**src/rtl/mem_controller_storeless.sv**
```systemverilog
// mem_controller_storeless: load-only BRAM controller.
// Arbitrates NUM_LOADS elastic load-address channels (fixed priority, lowest
// index wins) onto a one-cycle-latency BRAM read port and returns each word
// through a one-entry response register per port. A start/end FSM brackets
// the memory's lifetime; the BRAM write port is tied off.
module mem_controller_storeless #(
  parameter int NUM_LOADS = 1,
  parameter int DATA_TYPE = 32,
  parameter int ADDR_TYPE = 32
) (
  input  logic                           clk,
  input  logic                           rst,
  input  logic                           memStart_valid,
  output logic                           memStart_ready,
  output logic                           memEnd_valid,
  input  logic                           memEnd_ready,
  input  logic                           ctrlEnd_valid,
  output logic                           ctrlEnd_ready,
  input  logic [NUM_LOADS*ADDR_TYPE-1:0] ldAddr,
  input  logic [NUM_LOADS-1:0]           ldAddr_valid,
  output logic [NUM_LOADS-1:0]           ldAddr_ready,
  output logic [NUM_LOADS*DATA_TYPE-1:0] ldData,
  output logic [NUM_LOADS-1:0]           ldData_valid,
  input  logic [NUM_LOADS-1:0]           ldData_ready,
  input  logic [DATA_TYPE-1:0]           loadData,
  output logic                           loadEn,
  output logic [ADDR_TYPE-1:0]           loadAddr,
  output logic                           storeEn,
  output logic [ADDR_TYPE-1:0]           storeAddr,
  output logic [DATA_TYPE-1:0]           storeData
);

  // Per-port response slot: PEND means the BRAM word is on loadData now.
  typedef enum logic [1:0] {
    SLOT_EMPTY = 2'd0,
    SLOT_PEND  = 2'd1,
    SLOT_FULL  = 2'd2
  } slot_e;

  typedef enum logic [1:0] {
    CTRL_IDLE = 2'd0,
    CTRL_RUN  = 2'd1,
    CTRL_END  = 2'd2
  } ctrl_e;

  slot_e                slot_q [NUM_LOADS];
  slot_e                slot_d [NUM_LOADS];
  logic [DATA_TYPE-1:0] data_q [NUM_LOADS];
  logic [DATA_TYPE-1:0] data_d [NUM_LOADS];

  logic [NUM_LOADS-1:0] elig_s;
  logic [NUM_LOADS-1:0] grant_s;
  logic [ADDR_TYPE-1:0] grant_addr_s;
  logic                 all_empty_s;
  logic                 all_done_s;

  ctrl_e                ctrl_q;
  logic                 start_rdy_q;
  logic                 end_vld_q;
  logic                 run_q;

  // A port may request when its slot is free now or is being drained this cycle.
  always_comb begin
    elig_s = '0;
    for (int i = 0; i < NUM_LOADS; i++) begin
      if (ldAddr_valid[i] &&
          ((slot_q[i] == SLOT_EMPTY) ||
           ((slot_q[i] == SLOT_FULL) && ldData_ready[i]))) begin
        elig_s[i] = 1'b1;
      end else begin
        elig_s[i] = 1'b0;
      end
    end
  end

  // Fixed-priority pick of the lowest eligible port; nothing is granted in reset.
  always_comb begin
    grant_s      = '0;
    grant_addr_s = '0;
    for (int i = 0; i < NUM_LOADS; i++) begin
      if (rst && elig_s[i] && (grant_s == '0)) begin
        grant_s[i]   = 1'b1;
        grant_addr_s = ldAddr[i*ADDR_TYPE +: ADDR_TYPE];
      end else begin
        grant_s[i] = grant_s[i];
      end
    end
  end

  // Slot next state: grant wins over drain, PEND always lands in FULL.
  always_comb begin
    for (int i = 0; i < NUM_LOADS; i++) begin
      slot_d[i] = slot_q[i];
      data_d[i] = data_q[i];
      if (grant_s[i]) begin
        slot_d[i] = SLOT_PEND;
      end else if (slot_q[i] == SLOT_PEND) begin
        slot_d[i] = SLOT_FULL;
        data_d[i] = loadData;
      end else if ((slot_q[i] == SLOT_FULL) && ldData_ready[i]) begin
        slot_d[i] = SLOT_EMPTY;
      end else begin
        slot_d[i] = slot_q[i];
      end
    end
  end

  // Slot and response-data registers; reset discards any in-flight word.
  always_ff @(posedge clk) begin
    if (!rst) begin
      for (int i = 0; i < NUM_LOADS; i++) begin
        slot_q[i] <= SLOT_EMPTY;
        data_q[i] <= '0;
      end
    end else begin
      for (int i = 0; i < NUM_LOADS; i++) begin
        slot_q[i] <= slot_d[i];
        data_q[i] <= data_d[i];
      end
    end
  end

  // Quiescence: no slot occupied and no port still asking.
  always_comb begin
    all_empty_s = 1'b1;
    for (int i = 0; i < NUM_LOADS; i++) begin
      if (slot_q[i] != SLOT_EMPTY) begin
        all_empty_s = 1'b0;
      end else begin
        all_empty_s = all_empty_s;
      end
    end
    all_done_s = all_empty_s && (ldAddr_valid == '0);
  end

  // Control FSM with registered channel flags; loads are served in any state.
  always_ff @(posedge clk) begin
    if (!rst) begin
      ctrl_q      <= CTRL_IDLE;
      start_rdy_q <= 1'b1;
      end_vld_q   <= 1'b0;
      run_q       <= 1'b0;
    end else begin
      case (ctrl_q)
        CTRL_IDLE: begin
          if (memStart_valid) begin
            ctrl_q      <= CTRL_RUN;
            start_rdy_q <= 1'b0;
            run_q       <= 1'b1;
          end else begin
            ctrl_q <= CTRL_IDLE;
          end
        end
        CTRL_RUN: begin
          if (ctrlEnd_valid && all_done_s) begin
            ctrl_q    <= CTRL_END;
            run_q     <= 1'b0;
            end_vld_q <= 1'b1;
          end else begin
            ctrl_q <= CTRL_RUN;
          end
        end
        CTRL_END: begin
          if (memEnd_ready) begin
            ctrl_q      <= CTRL_IDLE;
            end_vld_q   <= 1'b0;
            start_rdy_q <= 1'b1;
          end else begin
            ctrl_q <= CTRL_END;
          end
        end
        default: begin
          ctrl_q      <= CTRL_IDLE;
          start_rdy_q <= 1'b1;
          end_vld_q   <= 1'b0;
          run_q       <= 1'b0;
        end
      endcase
    end
  end

  assign memStart_ready = start_rdy_q;
  assign memEnd_valid   = end_vld_q;
  assign ctrlEnd_ready  = rst && run_q && all_done_s;

  assign ldAddr_ready = grant_s;
  assign loadEn       = |grant_s;
  assign loadAddr     = grant_addr_s;

  for (genvar gi = 0; gi < NUM_LOADS; gi++) begin : g_port
    assign ldData_valid[gi]                     = (slot_q[gi] == SLOT_FULL);
    assign ldData[gi*DATA_TYPE +: DATA_TYPE]    = data_q[gi];
  end

  assign storeEn   = 1'b0;
  assign storeAddr = '0;
  assign storeData = '0;

endmodule
```
**config.mk**
```make
export PLATFORM = sky130hd
export DESIGN_NAME = mem_controller_storeless
export DESIGN_NICKNAME = d
export VERILOG_FILES = /design/src/rtl/mem_controller_storeless.sv
export SDC_FILE = /design/constraint.sdc
export NUM_CORES = 1
export LEC_CHECK = 0
export BUFFER_PORTS_ARGS = -buffer_cell sky130_fd_sc_hd__buf_2
export CORE_AREA = 2 2 80 82
export CTS_CLUSTER_DIAMETER = 200
export DETAILED_ROUTE_END_ITERATION = 8
export DIE_AREA = 0 0 82 84
export PLACE_DENSITY = 0.79
export SYNTH_ARGS = -nofsm -noshare
export SYNTH_HDL_FRONTEND = slang
export SYNTH_SLANG_ARGS = --single-unit
```
**constraint.sdc**
```tcl
create_clock -name clk -period 2.15 [get_ports clk]
set_input_delay 0.1075 -clock clk [delete_from_list [all_inputs] [get_ports clk]]
set_output_delay 0.1075 -clock clk [all_outputs]
set_load 0.1 [all_outputs]
```
==> flow_summary.ini <==
[timing]
hold_viol = 0
worstMarginPinSlew_ns = 0.492
timing.fmax_mhz = 557
slew_headroom_pct = 66.8
min_period_over_period_pct = 83.5
finalSetupTns_ns = 0
clock_skew_ns = 0.00345
setup_viol = 0
grt_setup_unrepaired = no
slew_viol_final = 0
fin_ws_ns = 0.355
final.min_clock_period_ns = 1.80

[clocking]
clkSlewWorstSetupHoldPaths_ns = 0.08
post_cts_buffers = 0
cts_hold_buf = 0
post_cts_resized = 0
root_buffer = clkbuf_8
cts_buffer_depth = 2
cts-buffers-inserted = 5
tritoncts = done
htree_levels = 2
clock-sinks = 39
insertion_delay_ns = 0.28

[power_and_ir_drop]
p_per_area_mw_per_mm2 = 805
leakage_nw = 1.59
max-vdd-ir-drop_v = 0.000575

[synthesis]
seq_area_frac_synth_pct = 36.4
ys_seq_elements = 39
post_synth.cell_area_avg_um2 = 7.80
synth_top_area_share_pct = 36.4
synth_area_mm2 = 0.00214
yosys_warnings = 0
synthCells = 275
synth_largest_area_cell = dfxtp_1
synth_area_leaders = dfxtp_1 (36%), buf_4 (25%), nand2_1 (11%), and2_1 (9.3%), a21oi_1 (7.7%)
yosysUniqueCellTypes = 25

[detailed_routing]
dr_total_vias = 2011
antenna_left = 0
drt_iter0_markers = 49
drt_first_pass_iters = 4
wire_per_inst_um = 11.0
vias_per_cell = 4.11
wirelength_mm = 5.37
drc = 0

[worst_setup_path]
regToRegEndpoint = run_q
slowest_stage = buf_2
cp_data_arrival_time_ns = 1.69
critPathTopFamily = buffers and inverters
required_ns = 2.04
rrSetupSlack_ns = 0.79
cp_cell_sequence = nor2b_1 -> and3_1 -> buf_4 -> buf_2
crit_type = reg -> out
r2r_start = slot_q[0][0]
cpPeakStageDelay_ns = 0.48
cp-end-kind = primary output
crit_path_start_kind = flop
worst-path-buf-inv = 2
cp_max_fo = 35
ff2ff_path_depth = 3

[hold_path]
holdCritStartpoint = loadData[13]
min_path_cells = 3
min_to = data_q[0][13]
hold_path.class = in -> reg

[layout]
fin_util_pct = 52.5
area_growth_pct = 49.1
fin_cells = 489
drive_above_1_share_pct = 37.4
nNetsFinal = 482
n_antenna_cell = 0
fillerInstances = 574

[floorplan]
die_area_mm2 = 0.00689
fp-row-count = 29
core_mm2 = 0.00610
fp.dieW_um = 82
die_h_um = 84
start_util_pct = 35.2
ios = 206

[placement]
hpwl_mm = 4.27
numPortBuffers = 140
dp.cells = 481
preCtsSetupSlack_ns = 0.657
gp_congestion = 0.727

[outcome]
status = finished, final reports clean

[global_routing]
grt_first_pass_wirelength_mm = 8.20
grt_max_degree = 36
antenna_found_initial = 0
overflow = 0
grt_pass1_vias = 1851
grt_use_total_pct = 14.9

[flow_run]
cap_violations = 0
==> report_power, final <==
| group | switching, mW | total [mW] | internal (mW) |
|---|---|---|---|
| clock | 0.252 | 0.478 | 0.227 |
| combinational | 1.09 | 1.31 | 0.217 |
| sequential | 0.0250 | 0.788 | 0.763 |
==> per-layer routing <==
layer  share of wire [%]  GRT usage (%)
met1                  37           16.7
met2                  52           26.6
met3                  11           4.65
met4                0.69           4.09
met5                   0              0
==> sequential cells by signal, indices dropped and copies added (netlist names) <==
| signal | cells |
|---|---|
| ctrl_q | 2 |
| memStart_ready | 1 |
| memEnd_valid | 1 |
| run_q | 1 |
| data_q | 32 |
| slot_q | 2 |
==> cells in the final DEF, fill, tap and decap left out, drive strengths merged <==
cell      netlist  layout
and3            2       2
o21bai          1       1
clkinv          1       2
and4b           1       1
nor3b           2       2
inv             1       1
o31a            1       1
buf            76     145
a31o            2       2
and2           32      32
nor4b           1       1
o21ai           1       1
o21a            1       1
conb            1      65
nand2          65      65
clkbuf          4       6
clkinvlp        0       1
a21oi          33      33
dfxtp          39      39
nor2b           4       4
nor2            4       4
a2111oi         1       1
nand2b          2       2
==> synth_stat cells <==
cell type / number
buf_4: 70
nand2_1: 65
dfxtp_1: 39
a21oi_1: 33
and2_1: 32
clkbuf_1: 4
nor2_1: 4
nor2b_1: 4
buf_2: 3
buf_6: 3
and3_1: 2
nand2b_1: 2
nor3b_1: 2
a2111oi_0: 1
a31o_1: 1
a31o_2: 1
and4b_1: 1
clkinv_1: 1
conb_1: 1
inv_1: 1
nor4b_1: 1
o21a_1: 1
o21ai_0: 1
o21bai_1: 1
o31a_1: 1
==> cell families after synthesis <==
kind of cell           synth area share, %
AOI/OAI and AO/OA                     10.3
buffers and inverters                 27.8
DFF                                   36.4
other                                0.175
and+or+nand+nor                       25.3
==> layout make-up <==
cell class	instances	area (µm²)	share of cell area, %
clock buffer	6	72.6	2.27
clock inverter	2	12.5	0.391
inverter	2	7.51	0.235
multi-input combinational	218	1010	31.6
sequential	39	781	24.4
tap	77	96.3	3.01
timing repair buffer	145	1220	38.1
==> worst register-to-register path, cell delays in order (launching register included) <==
cell     delay, ns
dfxtp_1       0.37
nor4b_1       0.51
nor3b_1       0.09
o31a_1        0.29
==> per-stage QoR <==
stage	area (µm²)	hold WS, ns	total power, mW
final	3200	0.0530	2.58
after global routing	3200	0.0512	2.68
after CTS	3200	0.0416	2.59
after detailed placement	3110	0.355	2.11
after global placement	3110	0.347	2.11
after floorplan	2380	0.184	1.97
==> how the worst max path moves through the flow <==
stage	from	to	slack, ns	cells after the start
after detailed placement	slot_q[0][0]	ldAddr_ready	0.66	4
after global routing	slot_q[0][0]	loadEn	0.22	4
after global placement	slot_q[0][0]	loadEn	0.70	4
final	slot_q[0][0]	loadEn	0.35	4
after floorplan	slot_q[0][0]	loadAddr[23]	0.27	5
after CTS	slot_q[0][0]	ldAddr_ready	0.34	4
(Power assumes the default switching activity.)
